File: src/rtl/pipe_ctrl_pkg.sv
// Shared core defines for the pipeline controller: PC/jump address span,
// default redirect bubble length and the controller FSM state encodings.
package pipe_ctrl_pkg;

  localparam int PORT_ADDR_WIDTH  = 32;
  localparam int FLUSH_CYCLES_DEF = 2;
  // Wide enough for the legal FLUSH_CYCLES range 1..7.
  localparam int FLUSH_CNT_W      = 3;

  typedef enum logic [1:0] {
    ST_RUN       = 2'd0,
    ST_FLUSH     = 2'd1,
    ST_HOLD_PEND = 2'd2,
    ST_TRAP_WAIT = 2'd3
  } pipe_state_e;

endpackage

File: src/rtl/pipe_perf_cnt.sv
// Saturating performance counters for the pipeline controller: cycles spent
// holding the PC and number of PC redirects issued. Only built when
// PIPE_CTRL_PERF_EN is defined.
module pipe_perf_cnt (
  input  logic        clk,
  input  logic        rst_n,
  input  logic        stall_evt,
  input  logic        redirect_evt,
  output logic [31:0] stall_cnt,
  output logic [31:0] flush_cnt
);

  // Count up by one when the event fires, sticking at all-ones.
  function automatic logic [31:0] sat_inc(input logic [31:0] v, input logic en);
    if (en && (v != 32'hFFFF_FFFF)) return v + 32'd1;
    return v;
  endfunction

  // Both counters clear on reset and accumulate one event per cycle.
  always_ff @(posedge clk or negedge rst_n) begin
    if (!rst_n) begin
      stall_cnt <= '0;
      flush_cnt <= '0;
    end else begin
      stall_cnt <= sat_inc(stall_cnt, stall_evt);
      flush_cnt <= sat_inc(flush_cnt, redirect_evt);
    end
  end

endmodule

File: src/rtl/pipe_ctrl.sv
// Pipeline hazard/redirect controller. Arbitrates EX-stage jumps and traps
// against PC hold sources (fetch stall, busy divider), issues zero-latency
// PC redirects with a flush window, and defers redirects that arrive while
// the PC is held. Optional perf counters are enabled by PIPE_CTRL_PERF_EN.
module pipe_ctrl
  import pipe_ctrl_pkg::*;
#(
  parameter int ADDR_W       = PORT_ADDR_WIDTH,
  parameter int FLUSH_CYCLES = FLUSH_CYCLES_DEF
) (
  input  logic              clk,
  input  logic              rst_n,
  input  logic              ex_jump_i,
  input  logic [ADDR_W-1:0] ex_jump_addr_i,
  input  logic              trap_req_i,
  input  logic [ADDR_W-1:0] trap_addr_i,
  output logic              trap_ack_o,
  input  logic              div_busy_i,
  input  logic              fetch_stall_i,
  output logic              hold_flag_o,
  output logic              jump_flag_o,
  output logic [ADDR_W-1:0] jump_addr_o,
  output logic              flush_o,
  output logic [1:0]        state_o
`ifdef PIPE_CTRL_PERF_EN
  ,
  output logic [31:0]       stall_cnt_o,
  output logic [31:0]       flush_cnt_o
`endif
);

  // Flush cycles still owed after the redirect cycle itself.
  localparam logic [FLUSH_CNT_W-1:0] FLUSH_TAIL = FLUSH_CNT_W'(FLUSH_CYCLES - 1);

  pipe_state_e              state_q, state_d;
  logic [FLUSH_CNT_W-1:0]   cnt_q, cnt_d;
  logic [ADDR_W-1:0]        pend_q, pend_d;

  logic                     hold;
  logic                     trap_go;
  logic                     redirect;
  logic [ADDR_W-1:0]        target;
  logic                     ack;
  logic                     flush;

  // State, flush counter and deferred jump target registers.
  always_ff @(posedge clk or negedge rst_n) begin
    if (!rst_n) begin
      state_q <= ST_RUN;
      cnt_q   <= '0;
      pend_q  <= '0;
    end else begin
      state_q <= state_d;
      cnt_q   <= cnt_d;
      pend_q  <= pend_d;
    end
  end

  // Next-state, redirect arbitration and hold generation.
  always_comb begin
    state_d  = state_q;
    cnt_d    = cnt_q;
    pend_d   = pend_q;
    redirect = 1'b0;
    target   = '0;
    ack      = 1'b0;
    flush    = 1'b0;

    // A trap can be taken once nothing is holding the PC; in TRAP_WAIT the
    // wait-hold is released in the very cycle the trap is taken so the
    // redirect is not masked by its own hold.
    trap_go = trap_req_i & ~div_busy_i & ~fetch_stall_i;
    hold    = fetch_stall_i | div_busy_i | ((state_q == ST_TRAP_WAIT) & ~trap_go);

    unique case (state_q)
      ST_RUN, ST_HOLD_PEND: begin
        if (trap_req_i) begin
          // Trap wins over a new or deferred jump; the jump is discarded.
          pend_d = '0;
          if (hold) begin
            state_d = ST_TRAP_WAIT;
          end else begin
            ack      = 1'b1;
            redirect = 1'b1;
            target   = trap_addr_i;
          end
        end else if (state_q == ST_RUN) begin
          if (ex_jump_i) begin
            if (hold) begin
              pend_d  = ex_jump_addr_i;
              state_d = ST_HOLD_PEND;
            end else begin
              redirect = 1'b1;
              target   = ex_jump_addr_i;
            end
          end
        end else if (!hold) begin
          // Deferred jump issues on the first unheld cycle; later EX jumps
          // seen while pending are ignored.
          redirect = 1'b1;
          target   = pend_q;
          pend_d   = '0;
        end
      end
      ST_FLUSH: begin
        // Wrong-path jumps and traps are not looked at; the bubble count
        // only advances on cycles where the pipeline actually moves.
        flush = 1'b1;
        if (!hold) begin
          if (cnt_q <= FLUSH_CNT_W'(1)) begin
            cnt_d   = '0;
            state_d = ST_RUN;
          end else begin
            cnt_d = cnt_q - FLUSH_CNT_W'(1);
          end
        end
      end
      ST_TRAP_WAIT: begin
        if (!trap_req_i) begin
          state_d = ST_RUN;
        end else if (trap_go) begin
          ack      = 1'b1;
          redirect = 1'b1;
          target   = trap_addr_i;
        end
      end
      default: state_d = ST_RUN;
    endcase

    // Every redirect flushes in its own cycle and opens the flush window.
    if (redirect) begin
      flush   = 1'b1;
      cnt_d   = FLUSH_TAIL;
      state_d = (FLUSH_CYCLES <= 1) ? ST_RUN : ST_FLUSH;
    end
  end

  // Outputs are forced low for as long as reset is asserted.
  always_comb begin
    hold_flag_o = rst_n & hold;
    jump_flag_o = rst_n & redirect;
    jump_addr_o = (rst_n & redirect) ? target : '0;
    flush_o     = rst_n & flush;
    trap_ack_o  = rst_n & ack;
    state_o     = state_q;
  end

`ifdef PIPE_CTRL_PERF_EN
  pipe_perf_cnt u_perf (
    .clk          (clk),
    .rst_n        (rst_n),
    .stall_evt    (hold_flag_o),
    .redirect_evt (jump_flag_o),
    .stall_cnt    (stall_cnt_o),
    .flush_cnt    (flush_cnt_o)
  );
`endif

endmodule

File: config.mk
export PLATFORM = sky130hd
export DESIGN_NAME = pipe_ctrl
export DESIGN_NICKNAME = d
export VERILOG_FILES = /design/src/rtl/pipe_ctrl_pkg.sv /design/src/rtl/pipe_perf_cnt.sv /design/src/rtl/pipe_ctrl.sv
export SDC_FILE = /design/constraint.sdc
export NUM_CORES = 1
export LEC_CHECK = 0
export ABC_AREA = 0
export CORE_MARGIN = 3
export CORE_UTILIZATION = 47
export CTS_CLUSTER_DIAMETER = 50
export DETAILED_ROUTE_END_ITERATION = 12
export PLACE_DENSITY_LB_ADDON = 0.08
export SLEW_MARGIN = 40
export SYNTH_ARGS = -nofsm -noshare
export SYNTH_HDL_FRONTEND = slang
export SYNTH_HIERARCHICAL = 1
export SYNTH_SLANG_ARGS = --single-unit
File: constraint.sdc
create_clock -name clk -period 2.2 [get_ports clk]
set_clock_uncertainty 0.1 [all_clocks]
set_input_delay 0.55 -clock clk [delete_from_list [all_inputs] [get_ports clk]]
set_output_delay 0.55 -clock clk [all_outputs]
set_load 0.01 [all_outputs]
==> results.cfg <==
[run_status]
status = complete, but fails checks
violations = setup timing

[pwr]
switching_share_pct = 45.1
clkPwrFrac_pct = 11.0
switchingPower_mw = 2.00
p_per_area_nw_per_um2 = 806
ir_worst_vdd_v = 0.000589
comb_power_share_pct = 64.0
power_leakage_nw = 2.14
p_seq_share_pct = 25.0
p_int_mw = 2.43
total_power_mw = 4.43

[route]
via_count = 3974
routed_wl_um = 13100
wl_per_cell_um = 20.4
first_pass_iters = 5
viasPerCell = 6.17
ant_nets = 0
drc_errors = 0
drtIter0Drc = 277

[cts]
cts_tree = built
cts_inserted_buffers = 5
ctsLongestPathBuffers = 2
insertion_delay_ps = 300
clk_pin_slew_ps = 80
htreeDepth = 2
cts_sinks = 37
cts_root_buf = clkbuf_8
holdBufCountCts = 0

[place]
place_inst = 616
gp_congestion = 0.754
place_hpwl_um = 7410
io_buffers = 107
pre_cts_ws_ps = -975

[synthesis]
synth_warnings = 6
synth_common_cells = nand3_1, dfrtp_1, inv_1
syn_inst = 416
syn_avg_cell_area_um2 = 8.09
synthTopCellsByArea = dfrtp_1, o311ai_2, nand3_1
netlist_area_um2 = 3370
syn-num-nets = 488
ys_seq_area_share_pct = 27.5
yosysTopAreaCell = dfrtp_1
ys_async_sr_fraction_pct = 100
synth_seq_cells = 37
synth_edf_count = 0
synth_top_area_share_pct = 27.5
synthFlopType = dfrtp_1
yosysMostFrequentCell = nand3_1
synth_cell_types = 39

[final_layout]
postLayoutCoreUtil_pct = 80.1
final_cells = 644
drive_gt1_share_pct = 39.9
fill_cells = 429
area_growth_pct = 63.4
fin_nets = 618

[global_route]
antenna_found_initial = 0
grt_first_pass_wirelength_um = 20000
grt_pass1_vias = 3984
grt_max_degree = 34
grtUsageTotal_pct = 29.7
grt.overflow.total = 0

[timing]
fmax_mhz = 399
tightest_slew_ps = 528
hold_violations = 0
timing.final.ws_setup_ps = -305
period_share_pct = 114
slew_viol_final = 0
setup_violations = 36
rsz0062_at_grt = yes
holdWs_ps = 285
period_needed_ps = 2510
maxSlewHeadroom_pct = 64.8

[floorplanning]
die_h_um = 90.6
start_util_pct = 49.0
chipWidth_um = 90.6
rows = 30
coreArea_um2 = 6870
die_area_um2 = 8220
pin_count = 108

[critical_path]
cp.arrival_ps = 1860
cp_max_fo = 17
cp_num_buf_inv = 3
crit_chain = buf_16 -> nand2b_4 -> clkbuf_16 -> nand3_1 -> a21oi_1 -> buf_2
cp-end-kind = output port
crit_required_ps = 1550
start_kind = register
critical-path-slowest-cell = dfrtp_4
path_class = register to output port
cpLargestDelayFamily = flip-flops
max_stage_delay_ps = 580

[run]
max_cap_violations = 0

[min_path]
holdCritPathClass = primary input to async pin
registers in the layout, indices dropped and copies added (netlist names):
signal	count
cnt_q	3
pend_q	32
state_o	2
path summary, 6_finish.rpt:
| check | startpoint | to | slack, ps | cells past startpoint |
|---|---|---|---|---|
| max | state_o[0]$_DFFE_PN0P_ | jump_addr_o[28] | -310 | 6 |
| min | rst_n | pend_q[22]$_DFFE_PN0P_ | 280 | 3 |
| max reg2reg | state_o[1]$_DFFE_PN0P_ | pend_q[29]$_DFFE_PN0P_ | 360 | 6 |
| min reg2reg | pend_q[28]$_DFFE_PN0P_ | pend_q[28]$_DFFE_PN0P_ | 420 | 2 |
| max in group asynchronous | rst_n | state_o[0]$_DFFE_PN0P_ | 1400 | 3 |
| min in group clk | pend_q[28]$_DFFE_PN0P_ | pend_q[28]$_DFFE_PN0P_ | 420 | 2 |
timing repair:
item                       4_1_cts  5_1_grt
resized for setup              257       59
setup endpoints to repair       66       36
gates cloned                     5        3
pin swaps                       16        8
buffers inserted                10        3
area by class of cell:
type | count | area, µm² | area share, %
repair buffers | 173 | 1680 | 30.6
clock inverters | 2 | 10.0 | 0.182
flip-flops and latches | 37 | 931 | 16.9
diodes | 1 | 2.50 | 0.0455
multi-input cells | 291 | 2540 | 46.1
inverters | 38 | 143 | 2.59
clock buffers | 6 | 72.6 | 1.32
well taps | 96 | 120 | 2.18
worst min-delay path, cell delays in order:
cell,delay (ps)
buf_2,120
buf_4,150
buf_4,240
metrics by stage:
step / TNS (ps) / area [µm²]
2_1_floorplan: 0 / 3370
3_3_place_gp: -42120 / 4770
3_5_place_dp: -44330 / 4770
4_1_cts: -6760 / 5210
5_1_grt: -9670 / 5500
6_report: -7970 / 5500
cell usage in the layout, fill, tap and decap left out, types with 2 or more instances in the layout:
cell type         n
a21boi_2          2
a21oi_1           9
a21oi_2          25
and3_1            2
buf_12           12
buf_2            39
buf_4            33
buf_6            13
buf_8             5
clkbuf_16         2
clkbuf_8          5
clkdlybuf4s50_1  64
clkinv_2          2
dfrtp_1          35
ha_1              2
inv_1            37
nand2_1          34
nand3_1          59
nand3_2           5
nor4bb_1         13
nor4bb_2          6
nor4bb_4         13
o211ai_1          3
o21a_1           32
o21ai_0           5
o21ai_1          14
o21ai_2          15
o311ai_0          2
o311ai_1          9
o311ai_2         21
power groups by stage:
stage / clock (mW) / combinational, mW / sequential [mW]
floorplan: 0 / 1.35 / 1.03
CTS: 0.492 / 2.50 / 1.08
global route: 0.526 / 3.01 / 1.13
global placement: 0 / 1.97 / 1.09
detailed placement: 0 / 2.05 / 1.10
finish: 0.487 / 2.84 / 1.11
cells by family (layout without fill, tap and decap cells):
| kind of cell | after synthesis | after routing | share of synthesized area, % |
|---|---|---|---|
| AOI/OAI and AO/OA | 141 | 141 | 32.6 |
| adders and majority gates | 2 | 2 | 0.743 |
| buffers and inverters | 88 | 219 | 11.6 |
| DFF | 37 | 37 | 27.5 |
| muxes | 1 | 1 | 0.446 |
| other | 0 | 1 | 0 |
| and+or+nand+nor | 147 | 147 | 27.2 |
layer usage:
| metal | track usage (%) | part of all wire (%) |
|---|---|---|
| met5 | 0 | 0 |
| met4 | 10.2 | 2.5 |
| met3 | 5.33 | 7.3 |
| met2 | 50.1 | 50 |
| met1 | 38.0 | 40 |
Power figures use the tool's default switching activity.
==> variant: new RTL, config.mk and constraints unchanged <==
The package constant `FLUSH_CNT_W` goes from 3 to 6.
--- a/src/rtl/pipe_ctrl_pkg.sv
+++ b/src/rtl/pipe_ctrl_pkg.sv
@@ -5,7 +5,7 @@
   localparam int PORT_ADDR_WIDTH  = 32;
   localparam int FLUSH_CYCLES_DEF = 2;
   // Wide enough for the legal FLUSH_CYCLES range 1..7.
-  localparam int FLUSH_CNT_W      = 3;
+  localparam int FLUSH_CNT_W      = 6;
 
   typedef enum logic [1:0] {
     ST_RUN       = 2'd0,
Formal check against the unedited RTL: no difference found for any inputs over 4 cycles, from zero or initial values and one cycle with rst_n low; that may be too few to reach the edited logic, so the function may still have changed.
==> variant against the original RTL <==
Final cell count decreased by 16%; setup slack got worse by 0.18 ns; power decreased by 20%; combinational power decreased by 31%; the flow still finishes with violations (negative setup slack); highest routed layer unchanged; final area decreased by 13%; die area decreased by 20%; area after synthesis decreased by 21%; global-route usage increased by 4.4 points; count of clock-buffer cells in the layout increased by 2; routed wire length decreased by 5.6%; sequential cell count increased by 3.
==> variant: results (changes against the original RTL) <==
[outcome]
status=finished with violations
violations=negative setup slack

[place]
finalWeightedCongestion=0.812  ; +7.6%
placed_cell_area_um2=4190  ; -12%
hpwlAfterDp_mm=6.59  ; -11%

[critical_path]
r2r_cells=6  ; unchanged
reg2reg_from=state_o[0]$_DFFE_PN0P_
r2r-end=pend_q[10]$_DFFE_PN0P_
cp.arrival_ns=2.04  ; +0.18 ns
worst-setup-path-type=flop to output port
rrSetupSlack_ns=0.23  ; -0.13 ns
critical_path.max_fanout=21  ; +4

[clock_tree]
cts-root-buf=clkbuf_8
clk_latency_ns=0.30  ; about the same

[global_routing]
grt_max_degree=24  ; -29%
grtUsageMet2_pct=59.3  ; +9.2 points
grt.total_usage_pct=34.0  ; +4.4 points
grt_pass1_wl_mm=17.1  ; -15%
grtUsageMet3_pct=6.32  ; +0.99 points
met1_usage_pct=39.1  ; +1.1 points
grt_pass1_vias=3418  ; -14%

[layout]
drive_above_1_share_pct=41.2  ; +1.4 points
fin_nets=539  ; -13%
diodes=0  ; -1
n_fill_cell=231  ; -46%
regMostFlops=pend_q

[synth]
synth_fp_nets=392  ; -20%
synth.distinct_cells=38  ; -2.6%
synthTopCellsByArea=dfrtp_1, o21ai_0, a22o_1
ys_seq_area_share_pct=37.7  ; +10 points
ys_top_cells_by_count=o21ai_0, dfrtp_1, nor2_1, nand2_1
synth_top_area_share_pct=37.7  ; +10 points

[detailed_routing]
vias_per_cell=6.62  ; +7.3%
wl_per_cell_um=23.1  ; +13%
drt_iter0_drc=323  ; +17%

[sta]
final-setup-viol-count=35  ; -2.8%
maxSlewHeadroom_pct=73.7  ; +8.9 points
setup_ws_ns=-0.485  ; -0.180 ns

[pwr]
leakage_nw=1.96  ; -8.4%
power.switching_mw=1.49  ; -26%
ir_drop_mv=0.581  ; -1.3%

-- variant: layout make-up --
| type | count | area share (%) |
|---|---|---|
| tap | 70 | 1.83 |
| clock buffer | 8 | 1.89 |
| timing repair buffer | 173 | 36.6 |
| sequential | 40 | 21.0 |
| multi-input combinational | 242 | 38.2 |
| inverter | 5 | 0.498 |
-- variant: worst max-delay path: stages (launching register included) --
cell,delay (ns)
dfrtp_1,0.46
buf_4,0.17
or2_1,0.25
buf_12,0.18
o21ai_0,0.29
a22oi_2,0.15
nor2_4,0.12
buf_6,0.11
-- variant: metal layers --
layer | part of all wire, % | up-vias
met1 | 36 | 1712
met2 | 50 | 300
li1 | - | 1472
met3 | 9.1 | 79
met4 | 5.1 | 0
met5 | 0 | -
-- variant: worst max-delay path by stage --
stage | to | slack (ns) | cells after the start
2_1_floorplan | jump_addr_o[10] | -0.02 | 6
3_3_place_gp | jump_addr_o[1] | -0.99 | 7
3_5_place_dp | jump_addr_o[6] | -1.04 | 7
4_1_cts | jump_addr_o[30] | -0.38 | 10
5_1_grt | jump_addr_o[11] | -0.53 | 7
6_report | jump_addr_o[11] | -0.49 | 7
-- variant: through the flow --
stage | cells | TNS (ns) | hold slack, ns | setup WS (ns) | util (%)
floorplan | 320 | -0.710 | 0.154 | -0.0239 | -
global placement | 511 | -43.98 | 0.295 | -0.986 | 79.4
detailed placement | 511 | -45.15 | 0.295 | -1.04 | 79.4
CTS | 535 | -11.85 | 0.225 | -0.384 | 85.2
global route | 538 | -14.45 | 0.255 | -0.529 | 90.6
finish | 538 | -12.83 | 0.243 | -0.485 | 90.6
-- variant: power groups by stage --
stage | Clock [mW] | Sequential, mW | Combinational (mW)
2_1_floorplan | 0 | 1.03 | 0.910
3_3_place_gp | 0 | 1.05 | 1.54
3_5_place_dp | 0 | 1.06 | 1.58
4_1_cts | 0.514 | 1.05 | 1.73
5_1_grt | 0.563 | 1.09 | 2.05
6_report | 0.533 | 1.08 | 1.95
-- variant: cells by family after synthesis --
logic type      Yosys count  synth area share (%)
compound gates          147                  37.5
fa+ha+maj                 2                 0.942
simple gates             91                  15.9
mux                       2                 0.754
buf+inv                  38                  7.21
flops                    40                  37.7
-- variant: repair_timing --
| action | 4_1_cts | 5_1_grt |
|---|---|---|
| hold buffers | 1 | 0 |
| pin swaps | 22 | 35 |
| setup buffers | 12 | 5 |
| resized for setup | 217 | 77 |
| endpoints found under the setup margin | 36 | 37 |
| gates cloned | 5 | 1 |
| hold endpoints to repair | 3 | 0 |
